--- config.mk ---
export PLATFORM = sky130hd
export DESIGN_NAME = nokia5110_receiver
export DESIGN_NICKNAME = d
export VERILOG_FILES = /design/src/rtl/pcd8544_pkg.sv /design/src/rtl/nokia_fb_ram.sv /design/src/rtl/nokia5110_receiver.sv
export SDC_FILE = /design/constraint.sdc
export NUM_CORES = 2
export LEC_CHECK = 0
export ABC_CLOCK_PERIOD_IN_PS = 10000
export BUFFER_PORTS_ARGS = -buffer_cell sky130_fd_sc_hd__buf_2
export CORE_AREA = 3 3 596 598
export DETAILED_ROUTE_END_ITERATION = 6
export DIE_AREA = 0 0 599 601
export GPL_ROUTABILITY_DRIVEN = 0
export MAX_ROUTING_LAYER = met4
export PLACE_DENSITY = 0.68
export REMOVE_ABC_BUFFERS = 1
export SYNTH_ARGS = -nofsm -noshare
export SYNTH_HDL_FRONTEND = slang
export SYNTH_SLANG_ARGS = --single-unit
--- constraint.sdc ---
create_clock -name clk -period 10 [get_ports clk]
set_clock_uncertainty 0.05 [all_clocks]
set_input_delay 2 -clock clk [delete_from_list [all_inputs] [get_ports clk]]
set_output_delay 2 -clock clk [all_outputs]
set_load 0.02 [all_outputs]
--- src/rtl/pcd8544_pkg.sv ---
// PCD8544 receive-side constants: geometry, opcode masks and FSM states.
// Shared by the frame-buffer mirror and its RAM.
package pcd8544_pkg;

   localparam int COLS   = 84;
   localparam int ROWS   = 6;
   localparam int ADDR_W = 9;
   localparam int DEPTH  = COLS * ROWS;

   localparam logic [7:0] FUNC_SET_M  = 8'hF8;
   localparam logic [7:0] FUNC_SET    = 8'h20;
   localparam logic [7:0] DISP_CTRL_M = 8'hFA;
   localparam logic [7:0] DISP_CTRL   = 8'h08;
   localparam logic [7:0] SET_Y_M     = 8'hF8;
   localparam logic [7:0] SET_Y       = 8'h40;
   localparam logic [7:0] SET_X_M     = 8'h80;
   localparam logic [7:0] SET_X       = 8'h80;
   localparam logic [7:0] TEMP_CTRL_M = 8'hFC;
   localparam logic [7:0] TEMP_CTRL   = 8'h04;
   localparam logic [7:0] BIAS_SET_M  = 8'hF8;
   localparam logic [7:0] BIAS_SET    = 8'h10;
   localparam logic [7:0] SET_VOP_M   = 8'h80;
   localparam logic [7:0] SET_VOP     = 8'h80;

   typedef enum logic [1:0] {
      HOLD  = 2'd0,
      IDLE  = 2'd1,
      SHIFT = 2'd2
   } state_t;

   function automatic logic op_is(
      input logic [7:0] b,
      input logic [7:0] m,
      input logic [7:0] v
   );
      return (b & m) == v;
   endfunction

   function automatic logic [ADDR_W-1:0] cell_addr(
      input logic [6:0] x,
      input logic [2:0] y
   );
      return ADDR_W'(y) * ADDR_W'(COLS) + ADDR_W'(x);
   endfunction

endpackage

--- src/rtl/nokia_fb_ram.sv ---
// 504x8 frame buffer: one write port, one synchronous read port.
// A read colliding with a write returns the old contents.
module nokia_fb_ram
   import pcd8544_pkg::*;
(
   input  logic              clk,
   input  logic              rst,
   input  logic              clr,
   input  logic              we,
   input  logic [ADDR_W-1:0] wr_addr,
   input  logic [7:0]        wr_data,
   input  logic [ADDR_W-1:0] rd_addr,
   output logic [7:0]        rd_data
);

   logic [7:0] mem [DEPTH];

   always_ff @(posedge clk) begin
      if (we) mem[wr_addr] <= wr_data;
   end

   always_ff @(posedge clk or negedge rst) begin
      if (!rst)     rd_data <= '0;
      else if (clr) rd_data <= '0;
      else          rd_data <= mem[rd_addr];
   end

endmodule

--- src/rtl/nokia5110_receiver.sv ---
// Snoops a PCD8544 serial bus, decodes commands into mode registers and
// mirrors written data bytes into an on-chip frame buffer.
module nokia5110_receiver
   import pcd8544_pkg::*;
#(
   parameter int SYNC_STAGES = 2
) (
   input  logic              clk,
   input  logic              rst,
   input  logic              lcd_rst,
   input  logic              ce,
   input  logic              dc,
   input  logic              din,
   input  logic              dclk,
   input  logic [ADDR_W-1:0] rd_addr,
   output logic [7:0]        rd_data,
   output logic              byte_valid,
   output logic [7:0]        byte_out,
   output logic              byte_is_data,
   output logic [6:0]        cur_x,
   output logic [2:0]        cur_y,
   output logic              ext_mode,
   output logic              vertical,
   output logic              power_down,
   output logic [1:0]        disp_mode,
   output logic [6:0]        vop,
   output logic [1:0]        tc,
   output logic [2:0]        bias,
   output logic              frame_done
);

   localparam logic [6:0] LAST_X = 7'(COLS - 1);
   localparam logic [2:0] LAST_Y = 3'(ROWS - 1);

   // Sync order {lcd_rst, ce, dc, din, dclk}; idle bus = ce high, in reset
   logic [4:0] sync_q [SYNC_STAGES];
   logic       lcd_s, ce_s, dc_s, din_s, dclk_s, dclk_q;

   always_ff @(posedge clk or negedge rst) begin
      if (!rst) begin
         for (int i = 0; i < SYNC_STAGES; i++) sync_q[i] <= 5'b01000;
         dclk_q <= 1'b0;
      end else begin
         sync_q[0] <= {lcd_rst, ce, dc, din, dclk};
         for (int i = 1; i < SYNC_STAGES; i++) sync_q[i] <= sync_q[i-1];
         dclk_q <= dclk_s;
      end
   end

   assign {lcd_s, ce_s, dc_s, din_s, dclk_s} = sync_q[SYNC_STAGES-1];

   state_t     state_q, state_d;
   logic [2:0] cnt;
   logic [6:0] shreg;
   logic       rise, got;
   logic [7:0] nb;

   assign rise = dclk_s & ~dclk_q;
   assign got  = (state_q == SHIFT) & lcd_s & ~ce_s & rise & (cnt == 3'd7);
   assign nb   = {shreg, din_s};

   always_comb begin
      state_d = state_q;
      unique case (state_q)
         HOLD:    if (lcd_s) state_d = IDLE;
         IDLE:    if (!ce_s) state_d = SHIFT;
         SHIFT:   if (ce_s) state_d = IDLE;
         default: state_d = HOLD;
      endcase
      if (!lcd_s) state_d = HOLD;
   end

   always_ff @(posedge clk or negedge rst) begin
      if (!rst) state_q <= HOLD;
      else      state_q <= state_d;
   end

   always_ff @(posedge clk or negedge rst) begin
      if (!rst) begin
         cnt   <= '0;
         shreg <= '0;
      end else if (!lcd_s || ce_s || state_q != SHIFT) begin
         cnt   <= '0;
         shreg <= '0;
      end else if (rise) begin
         cnt   <= cnt + 3'd1;
         shreg <= nb[6:0];
      end
   end

   logic [6:0] x_d, vop_d;
   logic [2:0] y_d, bias_d;
   logic [1:0] dm_d, tc_d;
   logic [7:0] bo_d;
   logic       h_d, v_d, pd_d, fd_d, bd_d;

   always_comb begin
      x_d    = cur_x;
      y_d    = cur_y;
      h_d    = ext_mode;
      v_d    = vertical;
      pd_d   = power_down;
      dm_d   = disp_mode;
      vop_d  = vop;
      tc_d   = tc;
      bias_d = bias;
      bo_d   = byte_out;
      bd_d   = byte_is_data;
      fd_d   = 1'b0;
      if (got) begin
         bo_d = nb;
         bd_d = dc_s;
      end
      if (got && dc_s) begin
         if (!vertical) begin
            if (cur_x == LAST_X) begin
               x_d = '0;
               if (cur_y == LAST_Y) begin
                  y_d  = '0;
                  fd_d = 1'b1;
               end else y_d = cur_y + 3'd1;
            end else x_d = cur_x + 7'd1;
         end else begin
            if (cur_y == LAST_Y) begin
               y_d = '0;
               if (cur_x == LAST_X) begin
                  x_d  = '0;
                  fd_d = 1'b1;
               end else x_d = cur_x + 7'd1;
            end else y_d = cur_y + 3'd1;
         end
      end else if (got) begin
         unique case (1'b1)
            op_is(nb, FUNC_SET_M, FUNC_SET):
               {pd_d, v_d, h_d} = nb[2:0];
            !ext_mode && op_is(nb, DISP_CTRL_M, DISP_CTRL):
               dm_d = {nb[2], nb[0]};
            !ext_mode && op_is(nb, SET_Y_M, SET_Y):
               if (nb[2:0] <= LAST_Y) y_d = nb[2:0];
            !ext_mode && op_is(nb, SET_X_M, SET_X):
               if (nb[6:0] <= LAST_X) x_d = nb[6:0];
            ext_mode && op_is(nb, TEMP_CTRL_M, TEMP_CTRL):
               tc_d = nb[1:0];
            ext_mode && op_is(nb, BIAS_SET_M, BIAS_SET):
               bias_d = nb[2:0];
            ext_mode && op_is(nb, SET_VOP_M, SET_VOP):
               vop_d = nb[6:0];
            default: ;
         endcase
      end
      // Display reset clears the same state as the block reset
      if (!lcd_s) begin
         x_d    = '0;
         y_d    = '0;
         h_d    = 1'b0;
         v_d    = 1'b0;
         pd_d   = 1'b1;
         dm_d   = '0;
         vop_d  = '0;
         tc_d   = '0;
         bias_d = '0;
         bo_d   = '0;
         bd_d   = 1'b0;
      end
   end

   always_ff @(posedge clk or negedge rst) begin
      if (!rst) begin
         cur_x        <= '0;
         cur_y        <= '0;
         ext_mode     <= 1'b0;
         vertical     <= 1'b0;
         power_down   <= 1'b1;
         disp_mode    <= '0;
         vop          <= '0;
         tc           <= '0;
         bias         <= '0;
         byte_out     <= '0;
         byte_is_data <= 1'b0;
         byte_valid   <= 1'b0;
         frame_done   <= 1'b0;
      end else begin
         cur_x        <= x_d;
         cur_y        <= y_d;
         ext_mode     <= h_d;
         vertical     <= v_d;
         power_down   <= pd_d;
         disp_mode    <= dm_d;
         vop          <= vop_d;
         tc           <= tc_d;
         bias         <= bias_d;
         byte_out     <= bo_d;
         byte_is_data <= bd_d;
         byte_valid   <= got;
         frame_done   <= fd_d;
      end
   end

   nokia_fb_ram u_ram (
      .clk     (clk),
      .rst     (rst),
      .clr     (~lcd_s),
      .we      (got & dc_s),
      .wr_addr (cell_addr(cur_x, cur_y)),
      .wr_data (nb),
      .rd_addr (rd_addr),
      .rd_data (rd_data)
   );

endmodule

==> summary.txt <==
Largest net degree at the start of global routing -> 228
Drt pass-1 iters -> 6
Cell Int Power -> 27100 µW
Nets -> 7963
HP Class -> reg2reg
Mapped cell area -> 161000 µm²
Initial Util -> 46.0%
WHS -> 299 ps
Most used DFF post-synth -> edfxtp_1
Final Max Tran Viols -> 0
Status -> finished, final reports clean
Worst-Margin Slew -> 1410 ps
RSZ-0062 raised after global routing -> no
Most frequent cells in the layout -> edfxtp_1, mux4_2, nor2_1
Pwr Total -> 34200 µW
Commonest non-fill, non-tap cell in the layout -> edfxtp_1
Core area -> 350000 µm²
Synthesized flop and latch total -> 4101
Leakage -> 0.0493 µW
Ys Warns -> 0
Ports -> 62
# hold bufs at CTS -> 0
Cell count after synthesis -> 7762
Htree depth -> 5
Clock slew at reported path FFs -> 60 ps
Crit. End Element -> register
Inst Count DP -> 12134
Highest achievable clock rate -> 164 MHz
First-pass GRT wire length -> 613000 µm
WL/cell -> 33.3 µm
Die area -> 360000 µm²
Worst-Skew Late Latency -> 920 ps
# rows -> 217
Combinational power share -> 3.1%
Startpoint class of the critical path -> register
Sink Count -> 4101
Hpwl dp -> 257000 µm
Max FO, Critical Path -> 23
Clock period minus worst slack -> 6100 ps
Asr flop ratio synth -> 1.68%
Post-synth EDFFs -> 4032
Final ANT Viol Nets -> 0
Longest Clk Path Bufs -> 4
Worst VDD drop -> 0.159 mV
Sequential Power Share -> 54.6%
Initial antenna violation count -> 24
DRT iter0 DRCs -> 11990
Endpoints failing hold -> 0
Req. time, crit path -> 10480 ps
Die height -> 601 µm
Relative slew margins -> 3.64%
GRT overflow -> 0
Cts bufs inserted -> 392
CTS tree -> built
GR Util All Layers -> 24.3%
Power Dens Cells -> 192 nW/µm²
Wirelength, routed -> 429000 µm
Critical Setup Path Class -> reg2reg
Chip width -> 599 µm
Finished Layout Cells -> 12861
P_sw -> 7040 µW
Crit path DAT -> 6580 ps
Fin crit share -> 61.0%
Post-CTS Setup Bufs -> 0
Buffers added on ports -> 61
Setup_tns -> 0 ps
Area growth syn-to-layout -> 10.6%
Remaining DRCs -> 0
Post-DP Area -> 165000 µm²
Number of max-cap violations -> 0
Final number of setup-violating endpoints -> 0
Post-cts gate resize count -> 0
Fin area -> 178000 µm²
Number of global-route vias before repair -> 81373
Mean Syn Cell Area -> 20.7 µm²
Via density -> 6.42
Root Buffer -> clkbuf_16
Clock Power Share -> 42.3%
Cell variety after synth -> 91
Vias -> 82552
Sw frac -> 20.6%
Share of cells above drive strength 1 -> 20.3%
Seq/Total Area, Yosys -> 76.4%
-- synthesized netlist by cell type, types with 37 or more instances --
cell type,count,area (µm²)
buf_6,75,845
o221ai_1,117,1020
buf_8,37,556
nor3_1,53,265
buf_4,45,338
mux2i_1,384,3840
o22ai_1,99,619
mux4_2,803,18100
dfrtp_1,66,1650
nand2_1,283,1060
a22oi_1,74,556
o21ai_0,91,455
nor2_1,606,2270
a21oi_1,129,646
buf_2,100,500
clkbuf_1,164,616
edfxtp_1,4032,121000
nand3_1,56,280
mux4_1,84,2210
-- final timing paths --
check	start	endpoint	slack, ps	depth (start not counted)
min	sync_q[6]$_DFF_PN0_	din_s$_DFF_PN0_	300	0
min in group asynchronous	rst	u_ram.rd_data[2]$_DFF_PN0_	910	1
max	dclk_s$_DFF_PN0_	u_ram.mem[486][7]$_DFFE_PP_	3900	8
max reg2reg	dclk_s$_DFF_PN0_	u_ram.mem[486][7]$_DFFE_PP_	3900	8
min reg2reg	sync_q[6]$_DFF_PN0_	din_s$_DFF_PN0_	300	0
max in group asynchronous	rst	shreg[4]$_DFFE_PN0P_	7630	2
-- cell families (layout without fill, tap and decap cells) --
group | count (synthesis) | count (layout) | share of synthesized area, %
mux | 1304 | 1304 | 15.2
fa+ha+maj | 18 | 18 | 0.143
other cells | 0 | 27 | 0
xor+xnor | 14 | 14 | 0.0762
buf+inv | 476 | 949 | 2.09
compound gates | 728 | 728 | 3.18
simple gates | 1121 | 1121 | 2.91
flops | 4101 | 4101 | 76.4
-- per-layer routing --
layer  wire length, µm  track usage, %  share of wire (%)
met5                 0               -                  0
met4             16500            8.24                3.8
met3             49600            5.82                 12
met2            198000            35.6                 46
met1            164000            33.6                 38
-- power by group through the flow --
stage	combinational [µW]	sequential, µW	clock (µW)
floorplan	413	19000	0
global placement	1040	19000	0
detailed placement	1040	19000	0
CTS	1040	18600	14600
global route	1090	18600	15200
finish	1060	18600	14400
-- metrics by stage --
stage          util, %  worst slack [ps]
6_report          50.8              3900
5_1_grt           50.8              3470
4_1_cts           50.8              3950
3_5_place_dp      47.3              3160
3_3_place_gp      47.3              3220
2_1_floorplan        -              1410
-- final cells by class --
type	instances	area, µm²
Antenna cell	27	67.6
Fill cell	26965	172000
Multi-Input combinational cell	3185	34900
Clock inverter	222	2000
Clock buffer	477	10300
Tap cell	4599	5750
Sequential cell	4101	123000
Inverter	15	68.8
Timing Repair Buffer	235	1960
-- sequential cells by signal, indices dropped and copies added, names as in the netlist, 2 cells and up --
register	count
bias	3
byte_out	8
cnt	3
cur_x	7
cur_y	3
disp_mode	2
shreg	7
state_q	2
sync_q	5
tc	2
u_ram.mem	4032
u_ram.rd_data	8
vop	7
-- worst max-delay path, cell delays in order, from the launching register on --
cell,delay (ps)
dfrtp_1,360
nor2b_1,590
nand3_1,580
inv_1,450
nand2_1,530
nor3b_1,1140
nand2_4,500
buf_4,500
nor2_1,890
Note: power is estimated with default switching activity, not from simulation.
